[src/rtl/rmt_wrapper_top.sv]
// Single-stage match-action block on a 512-bit AXI-Stream path.
// In-band UDP control packets (dport 0xF1F2) program a 16-entry exact-match
// table keyed on UDP destination port plus a per-entry action word. Data packets
// are forwarded only when the lowest matching entry's action has its forward
// bit set; all other packets, and every control packet, are dropped in full.
module rmt_wrapper_top #(
  parameter int          C_S_AXI_DATA_WIDTH   = 32,
  parameter int          C_S_AXI_ADDR_WIDTH   = 12,
  parameter logic [31:0] C_BASEADDR           = 32'h80000000,
  parameter int          C_S_AXIS_DATA_WIDTH  = 512,
  parameter int          C_S_AXIS_TUSER_WIDTH = 128,
  parameter int          C_M_AXIS_DATA_WIDTH  = 512,
  parameter int          PHV_ADDR_WIDTH       = 4
) (
  input  logic                              clk,
  input  logic                              aresetn,

  input  logic [C_S_AXIS_DATA_WIDTH-1:0]    s_axis_tdata,
  input  logic [C_S_AXIS_DATA_WIDTH/8-1:0]  s_axis_tkeep,
  input  logic [C_S_AXIS_TUSER_WIDTH-1:0]   s_axis_tuser,
  input  logic                              s_axis_tvalid,
  output logic                              s_axis_tready,
  input  logic                              s_axis_tlast,

  output logic [C_M_AXIS_DATA_WIDTH-1:0]    m_axis_tdata,
  output logic [C_M_AXIS_DATA_WIDTH/8-1:0]  m_axis_tkeep,
  output logic [C_S_AXIS_TUSER_WIDTH-1:0]   m_axis_tuser,
  output logic                              m_axis_tvalid,
  input  logic                              m_axis_tready,
  output logic                              m_axis_tlast
);

  localparam int NumEntries = 2 ** PHV_ADDR_WIDTH;

  localparam logic [15:0] CfgPort   = 16'hF1F2;
  localparam logic [7:0]  ResMatch  = 8'h01;
  localparam logic [7:0]  ResAction = 8'h13;

  // Elaboration-time sanity checks; the AXI-Lite parameters are kept only for
  // drop-in compatibility with the wider system and have no port behind them.
  if (C_M_AXIS_DATA_WIDTH != C_S_AXIS_DATA_WIDTH) begin : g_width_check
    $error("rmt_wrapper_top: output data width must equal input data width");
  end
  if ((C_S_AXI_DATA_WIDTH != 32 && C_S_AXI_DATA_WIDTH != 64) || (C_S_AXI_ADDR_WIDTH <= 0) ||
      ((C_BASEADDR & ((32'd1 << C_S_AXI_ADDR_WIDTH) - 32'd1)) != 32'd0)) begin : g_axil_check
    $error("rmt_wrapper_top: reserved AXI-Lite parameters are inconsistent");
  end

  typedef enum logic [1:0] {
    StIdle,      // next accepted beat is the first beat of a packet
    StCfgEntry,  // next accepted beat is beat 1 of a config packet (carries entry word)
    StCfgDrain,  // remaining beats of a config packet
    StData       // remaining beats of a data packet, decision held in fwd_q
  } state_e;

  state_e state_q, state_d;

  logic                      beat_acc;
  logic                      is_ip_udp;
  logic                      is_cfg;
  logic [15:0]               dport;
  logic                      hit;
  logic [PHV_ADDR_WIDTH-1:0] hit_idx;
  logic                      fwd_now;
  logic                      fwd_beat;
  logic                      cfg_wr;
  logic [15:0]               entry_word;

  logic                      fwd_q;
  logic [7:0]                res_q;
  logic [PHV_ADDR_WIDTH-1:0] idx_q;

  logic                      match_valid_q [NumEntries];
  logic [15:0]               match_key_q   [NumEntries];
  // Only the forward bit (action bit 8) has a consumer, so only it is stored.
  logic                      act_fwd_q     [NumEntries];

  logic                      m_valid_q;

  assign s_axis_tready = !m_valid_q || m_axis_tready;
  assign beat_acc      = s_axis_tvalid && s_axis_tready;
  assign m_axis_tvalid = m_valid_q;

  // Header classification; only meaningful on a first beat.
  assign is_ip_udp = ({s_axis_tdata[8*12 +: 8], s_axis_tdata[8*13 +: 8]} == 16'h0800) &&
                     (s_axis_tdata[8*14 +: 8] == 8'h45) &&
                     (s_axis_tdata[8*23 +: 8] == 8'h11);
  assign dport      = {s_axis_tdata[8*36 +: 8], s_axis_tdata[8*37 +: 8]};
  assign is_cfg     = is_ip_udp && (dport == CfgPort);
  // Bytes 64/65 of the packet are bytes 0/1 of the second beat.
  assign entry_word = {s_axis_tdata[7:0], s_axis_tdata[15:8]};

  // Priority match: scan high to low so the lowest matching index is kept.
  always_comb begin
    hit     = 1'b0;
    hit_idx = '0;
    for (int i = NumEntries - 1; i >= 0; i--) begin
      if (match_valid_q[i] && (match_key_q[i] == dport)) begin
        hit     = 1'b1;
        hit_idx = PHV_ADDR_WIDTH'(i);
      end
    end
  end

  // A key of 0xF1F2 must never forward a config packet, hence the !is_cfg term.
  assign fwd_now = is_ip_udp && !is_cfg && hit && act_fwd_q[hit_idx];

  // Parser state register.
  always_ff @(posedge clk or negedge aresetn) begin
    if (!aresetn) begin
      state_q <= StIdle;
    end else begin
      state_q <= state_d;
    end
  end

  // Parser next state, config write strobe and per-beat forward decision.
  always_comb begin
    state_d  = state_q;
    cfg_wr   = 1'b0;
    fwd_beat = 1'b0;
    unique case (state_q)
      StIdle: begin
        fwd_beat = fwd_now;
        if (beat_acc && !s_axis_tlast) begin
          state_d = is_cfg ? StCfgEntry : StData;
        end
      end
      StCfgEntry: begin
        if (beat_acc) begin
          cfg_wr  = 1'b1;
          state_d = s_axis_tlast ? StIdle : StCfgDrain;
        end
      end
      StCfgDrain: begin
        if (beat_acc && s_axis_tlast) begin
          state_d = StIdle;
        end
      end
      StData: begin
        fwd_beat = fwd_q;
        if (beat_acc && s_axis_tlast) begin
          state_d = StIdle;
        end
      end
      default: state_d = StIdle;
    endcase
  end

  // Capture first-beat decision and config target for the rest of the packet.
  always_ff @(posedge clk or negedge aresetn) begin
    if (!aresetn) begin
      fwd_q <= 1'b0;
      res_q <= '0;
      idx_q <= '0;
    end else if (beat_acc && (state_q == StIdle)) begin
      fwd_q <= fwd_now;
      res_q <= s_axis_tdata[8*46 +: 8];
      idx_q <= s_axis_tdata[8*48 +: PHV_ADDR_WIDTH];
    end
  end

  // Match/action table writes from the entry beat of a config packet.
  always_ff @(posedge clk or negedge aresetn) begin
    if (!aresetn) begin
      for (int i = 0; i < NumEntries; i++) begin
        match_valid_q[i] <= 1'b0;
        match_key_q[i]   <= '0;
        act_fwd_q[i]     <= 1'b0;
      end
    end else if (cfg_wr) begin
      if (res_q == ResMatch) begin
        match_valid_q[idx_q] <= 1'b1;
        match_key_q[idx_q]   <= entry_word;
      end else if (res_q == ResAction) begin
        act_fwd_q[idx_q]     <= entry_word[8];
      end
    end
  end

  // Single output register stage; holds while the sink stalls.
  always_ff @(posedge clk or negedge aresetn) begin
    if (!aresetn) begin
      m_valid_q    <= 1'b0;
      m_axis_tdata <= '0;
      m_axis_tkeep <= '0;
      m_axis_tuser <= '0;
      m_axis_tlast <= 1'b0;
    end else if (beat_acc && fwd_beat) begin
      m_valid_q    <= 1'b1;
      m_axis_tdata <= s_axis_tdata;
      m_axis_tkeep <= s_axis_tkeep;
      m_axis_tuser <= s_axis_tuser;
      m_axis_tlast <= s_axis_tlast;
    end else if (m_axis_tready) begin
      m_valid_q    <= 1'b0;
    end
  end

endmodule

[config.mk]
export PLATFORM = sky130hd
export DESIGN_NAME = rmt_wrapper_top
export DESIGN_NICKNAME = d
export VERILOG_FILES = /design/src/rtl/rmt_wrapper_top.sv
export SDC_FILE = /design/constraint.sdc
export NUM_CORES = 2
export LEC_CHECK = 0
export ABC_AREA = 1
export CAP_MARGIN = 20
export CORE_AREA = 5 5 550 552
export DETAILED_ROUTE_END_ITERATION = 8
export DIE_AREA = 0 0 555 557
export SYNTH_ARGS = -nofsm -noshare
export SYNTH_HDL_FRONTEND = slang
export SYNTH_SLANG_ARGS = --single-unit
[constraint.sdc]
create_clock -name clk -period 2.8 [get_ports clk]
set_input_delay 0.42 -clock clk [delete_from_list [all_inputs] [get_ports clk]]
set_output_delay 0.42 -clock clk [all_outputs]
set_load 0.01 [all_outputs]
* After elaboration in Yosys (flattened, before gate mapping)
Index checks and enable logic that the tools add are counted.
Operators by class: equal/unequal tests 28, order comparisons 3, bitwise logic cells 4, divide/modulo/power cells 0, muxes and demuxes 52, reductions and logical operators 38, add/subtract/negate cells 0, shifts and indexed selects 0, multiply operators 0
Operators by type and width (count):
- bitwise mux 256 bit | 1
- equality test 16 bit | 16
- demux 16 bit (select 4 bit) | 1
- 2-to-1 mux 4 bit | 16
- logical AND 1 bit | 28
- 2-to-1 mux 1 bit | 23
- bitwise mux 16 bit | 1
- equality test 16 x 12 -> 1 bit, second input constant | 1
- equality test 16 bit, second input constant | 1
- equality test 8 x 5 -> 1 bit, second input constant | 2
- 2-to-1 mux 16 bit | 1
- bitwise OR 16 bit | 1
- >= comparator 5 bit, second input constant | 2
- 2-to-1 mux 2 bit | 5
- inverter 4 -> 5 bit | 2
- equality test 8 x 1 -> 1 bit, second input constant | 1
- equality test 8 x 7 -> 1 bit, second input constant | 1
- case mux 2 bit (3 select lines) | 1
- AND reduction 3 bit | 2
- < comparator 5 x 1 -> 1 bit, second input constant | 1
- binary-select mux 1 bit (select 4 bit) | 1
- demux 1 bit (select 4 bit) | 1
- equality test 2 bit, second input constant | 2
- != test 2 bit, second input constant | 2
- other kinds (10) | 12
Word-level totals: latch bits 0, word-level logic and storage cells 182, flip-flop bits (word level) 1009, output and inout port bits 707, memory bits (writable) 0, memory bits (read-only) 0, memories kept 0, bits of input ports 709

* Longest topological paths before layout
depth after elaboration 26, mapped depth 38

* Worst setup path before layout
OpenSTA, ideal clock, no wires.
kind input to register, from input s_axis_tdata[296], to register m_axis_tdata[172], path buffers 7, data arrival time 3075 ps, setup time 117 ps, setup slack -392 ps, stages 28, cells stage by stage buf_4 -> inv_2 -> buf_6 -> buf_4 -> a221oi_1 -> nand2_1 -> a211oi_1 -> nand3_1 -> nand2_1 -> nand2_1 -> nand2_1 -> nand2_1 -> nand2_2 -> nand2_1 -> buf_6 -> nand2_1 -> nand2_1 -> nand2_1 -> nand3_1 -> nand3_1 -> nand4_1 -> nand2_2 -> nand2_2 -> buf_6 -> buf_8 -> buf_8 -> nand2_1 -> nand2_1
Between the ends: word-level cells in the longest chain between the ends 25, elaborated cells between the ends (all ways) 76
RTL lines:
- start, declared | line 18 | input logic [C_S_AXIS_DATA_WIDTH-1:0] s_axis_tdata,
- equality test 16 bit | line 98 | if (match_valid_q[i] && (match_key_q[i] == dport)) begin
- logical AND 1 bit | line 98
- 2-to-1 mux 4 bit (16 in a row) | line 98
- inverter 4 -> 5 bit (not written as such) | line 106 | assign fwd_now = is_ip_udp && !is_cfg && hit && act_fwd_q[hit_idx];
- binary-select mux 1 bit (select 4 bit) | line 106
- 2-to-1 mux 1 bit (not written as such) (2 in a row) | line 106
- logical AND 1 bit * | line 106
- case mux 1 bit (2 select lines) * | line 122 | unique case (state_q)
- logical AND 1 bit * | line 189 | end else if (beat_acc && fwd_beat) begin
- end signal, assigned | line 191 | m_axis_tdata <= s_axis_tdata;
- end, declared | line 25 | output logic [C_M_AXIS_DATA_WIDTH-1:0] m_axis_tdata,
Mark *: on every way between the ends. The rest lies on a longest branch, timed or not. The select of a mux whose other input is x is not followed. A chain may end at the register's enable or synchronous reset.

* Worst setup path in the final report
from input s_axis_tdata[289], to register m_axis_tdata[140]
The elaborated chain is that of the path after synthesis.

==> flow_metrics.tcl <==
set metrics [dict create \
    layout-drive-gt1-share_pct 15.35 \
    relSlewSlack_pct 49.69 \
    drc 0 \
    overflow 0 \
    htree_levels 4 \
    async_flop_share_pct 100.0 \
    period_share_pct 140.3 \
    yosys_warnings 0 \
    fin_ws_ps -1128 \
    layout.cells.non_filler 10870 \
    rows 200 \
    die_h_um 557 \
    routedWlPerCell_um 27.54 \
    clk_latency_ps 830 \
    reg2reg_to "m_axis_tdata[482]" \
    io_pins 1416 \
    synth_seq_cells 1009 \
    reg2reg_from "match_key_q[5]" \
    die_area_um2 309100 \
    synth.distinct_cells 41 \
    syn_area_um2 42850 \
    finalClockSkew_ps 83.65 \
    cts_buffers 135 \
    syn_inst 4881 \
    ant_nets 0 \
    grt_usage_pct 18.11 \
    max_stage_delay_ps 490 \
    gp_congestion 1.017 \
    final_common_cell "nand2_1" \
    ff2ff_path_depth 37 \
    cts-root-buf "clkbuf_16" \
    final_area_um2 72870 \
    grt_pass1_vias 41880 \
    internal_power_uw 28950 \
    worst-r2r-setup-slack_ps -1070 \
    cp_data_arrival_time_ps 4630 \
    setup_viol 707 \
    rsz0062_at_grt "yes" \
    grt_max_degree 103 \
    grt_pass1_wl_um 385400 \
    synth_ff_type "dfrtp_1" \
    slew_violations 0 \
    initial_utilization_pct 14.46 \
    path_class "input port to flip-flop" \
    nets 7378 \
    period_minus_slack_ps 3928 \
    seqPwrFrac_pct 38.1 \
    cts_tree "built" \
    vias 43910 \
    synth.avg_cell_area_um2 8.779 \
    port_buffers 1415 \
    p_leak_uw 0.03298 \
    antenna_found_initial 158 \
    first_pass_iters 6 \
    clock_path_buffers 4 \
    cp_max_fo 13 \
    pwr-share-comb_pct 19.0 \
    cts.clk_slew.worst_paths_ps 60 \
    drt-vias-per-instance 4.041 \
    hold_viol_final 0 \
    area_growth_pct 70.04 \
    power.density_nw_per_um2 568.8 \
    fp.dieW_um 555 \
    end_kind "flip-flop" \
    final_cell_mix "nand2_1, clkdlybuf4s50_1, dfrtp_1, nand3_1, buf_4" \
    synth.area.top_cells "dfrtp_1, nand2_1, nand3_1" \
    utilization_pct 24.59 \
    clock_power_share_pct 42.8 \
    worstPathRequired_ps 3510 \
    yosysSeqAreaShare_pct 58.92 \
    ir_worst_vdd_mv 0.4621 \
    violations "negative setup slack" \
    tightest_slew_ps 752.3 \
    dp_cells 10360 \
    synth_top_area_share_pct 58.92 \
    syn_nets 5595 \
    path_common_cell "nand2_1" \
    p_sw_uw 12490 \
    synth_edf_count 0 \
    outcome "finished with violations" \
    drtIter0Drc 4206 \
    cp-start-kind "input port" \
    swShare_pct 30.14 \
    dpl.hpwl_um 235800 \
    hp-class "input port to async pin" \
    core_um2 296300 \
    cts_sinks 1009 \
    routed_wl_um 299300 \
    max-cap-violations 0 \
    cpMaxStageDelayCell "clkdlybuf4s50_1" \
    synth_largest_area_cell "dfrtp_1" \
    fmax_mhz 254.6 \
    placed_area_um2 64560 \
]
==> synth_stat cells (5+ instances only) <==
| cell | n |
|---|---|
| o21ai_0 | 323 |
| o21ai_1 | 9 |
| a31oi_1 | 14 |
| xor2_1 | 42 |
| buf_1 | 10 |
| nand3_1 | 731 |
| inv_1 | 116 |
| nand2_1 | 1946 |
| inv_2 | 11 |
| buf_2 | 118 |
| buf_6 | 44 |
| o22ai_1 | 30 |
| ha_1 | 5 |
| o2111ai_1 | 12 |
| buf_8 | 11 |
| a21oi_1 | 25 |
| xnor2_1 | 20 |
| o211ai_1 | 5 |
| nand4_1 | 19 |
| nor4_1 | 20 |
| dfrtp_1 | 1009 |
| a22o_1 | 11 |
| nor3_1 | 7 |
| or2_2 | 31 |
| nor2_1 | 90 |
| a211oi_1 | 15 |
| clkbuf_1 | 146 |
| buf_4 | 17 |
| a221oi_1 | 23 |
==> repair_timing <==
| action | CTS | global route |
|---|---|---|
| gates resized for setup | 117 | 247 |
| hold buffers | 1 | 0 |
| hold endpoints to repair | 250 | 0 |
| endpoints found under the setup margin | 707 | 707 |
| pin swaps | 18 | 131 |
| setup buffers | 29 | 24 |
| cloned | 23 | 34 |
==> power by group through the flow <==
stage,clock network [uW],registers (uW),logic (uW)
final,17800,15800,7880
after global routing,18800,15900,8400
after CTS,18200,15800,7720
after detailed placement,0,16000,7670
after global placement,0,16000,7680
after floorplan,0,16200,2430
==> kinds of logic (layout without fill, tap and decap cells) <==
logic type               after synthesis  in the layout  share of synthesized area, %
adder cells (fa/ha/maj)                5              5                        0.1460
AND/OR/NAND/NOR                     2852           2854                         27.60
AO/OA/AOI/OAI                        477            477                         6.345
XOR/XNOR                              62             62                         1.267
flip-flops                          1009           1009                         58.92
other                                  0            167                             0
buffers and inverters                476           2354                         5.723
==> worst max path at each step <==
stage / from / endpoint
2_1_floorplan: s_axis_tdata[302] / m_axis_tdata[172]
5_1_grt: match_key_q[5] / m_axis_tdata[511]
6_report: s_axis_tdata[289] / m_axis_tdata[140]
4_1_cts: match_key_q[75] / m_axis_tdata[480]
3_5_place_dp: s_axis_tdata[303] / m_axis_tdata[361]
3_3_place_gp: s_axis_tdata[303] / m_axis_tdata[404]
==> flip-flops by register name (all words and copies together) (netlist names) <==
name           flops
m_axis_tlast       1
idx_q              4
m_axis_tkeep      64
match_valid_q     16
match_key_q      256
state_q            2
fwd_q              1
res_q              8
m_axis_tdata     512
act_fwd_q         16
m_axis_tuser     128
m_axis_tvalid      1
==> area by class of cell <==
cell class              instances  area [um2]
clock buffers                 192        3934
inverters                     130       505.5
repair buffers               1990       21090
diodes                        167       417.9
multi-input cells            3398       16230
flip-flops and latches       1009       25250
clock inverters                42       515.5
fillers                     32200      223400
well taps                    3939        4928
==> critical path, delay by kind of cell <==
family,cells,cell delay (ps)
AO/OA/AOI/OAI,1,80
buffers and inverters,8,1820
AND/OR/NAND/NOR,24,2250
==> per-stage QoR <==
stage	power [uW]	setup WS (ps)	setup TNS [ps]	hold slack, ps
floorplan	18620	-332.6	-215520	124.4
global placement	23720	-2215	-1480540	344.9
detailed placement	23700	-2218	-1489580	345.4
CTS	41710	-997.5	-639540	19.16
global route	43050	-1417	-931410	50.51
finish	41450	-1128	-716420	69.76
==> per-layer routing <==
metal	part of all wire (%)	GRT usage, %	up-vias	wire [um]
met5	0.096	0	-	287
met4	7.4	11.44	42	22260
met3	8.2	5.697	574	24680
met2	47	29.98	1947	141500
met1	37	20.24	21650	110600
li1	-	-	19700	-
Power figures use the tool's default switching activity.
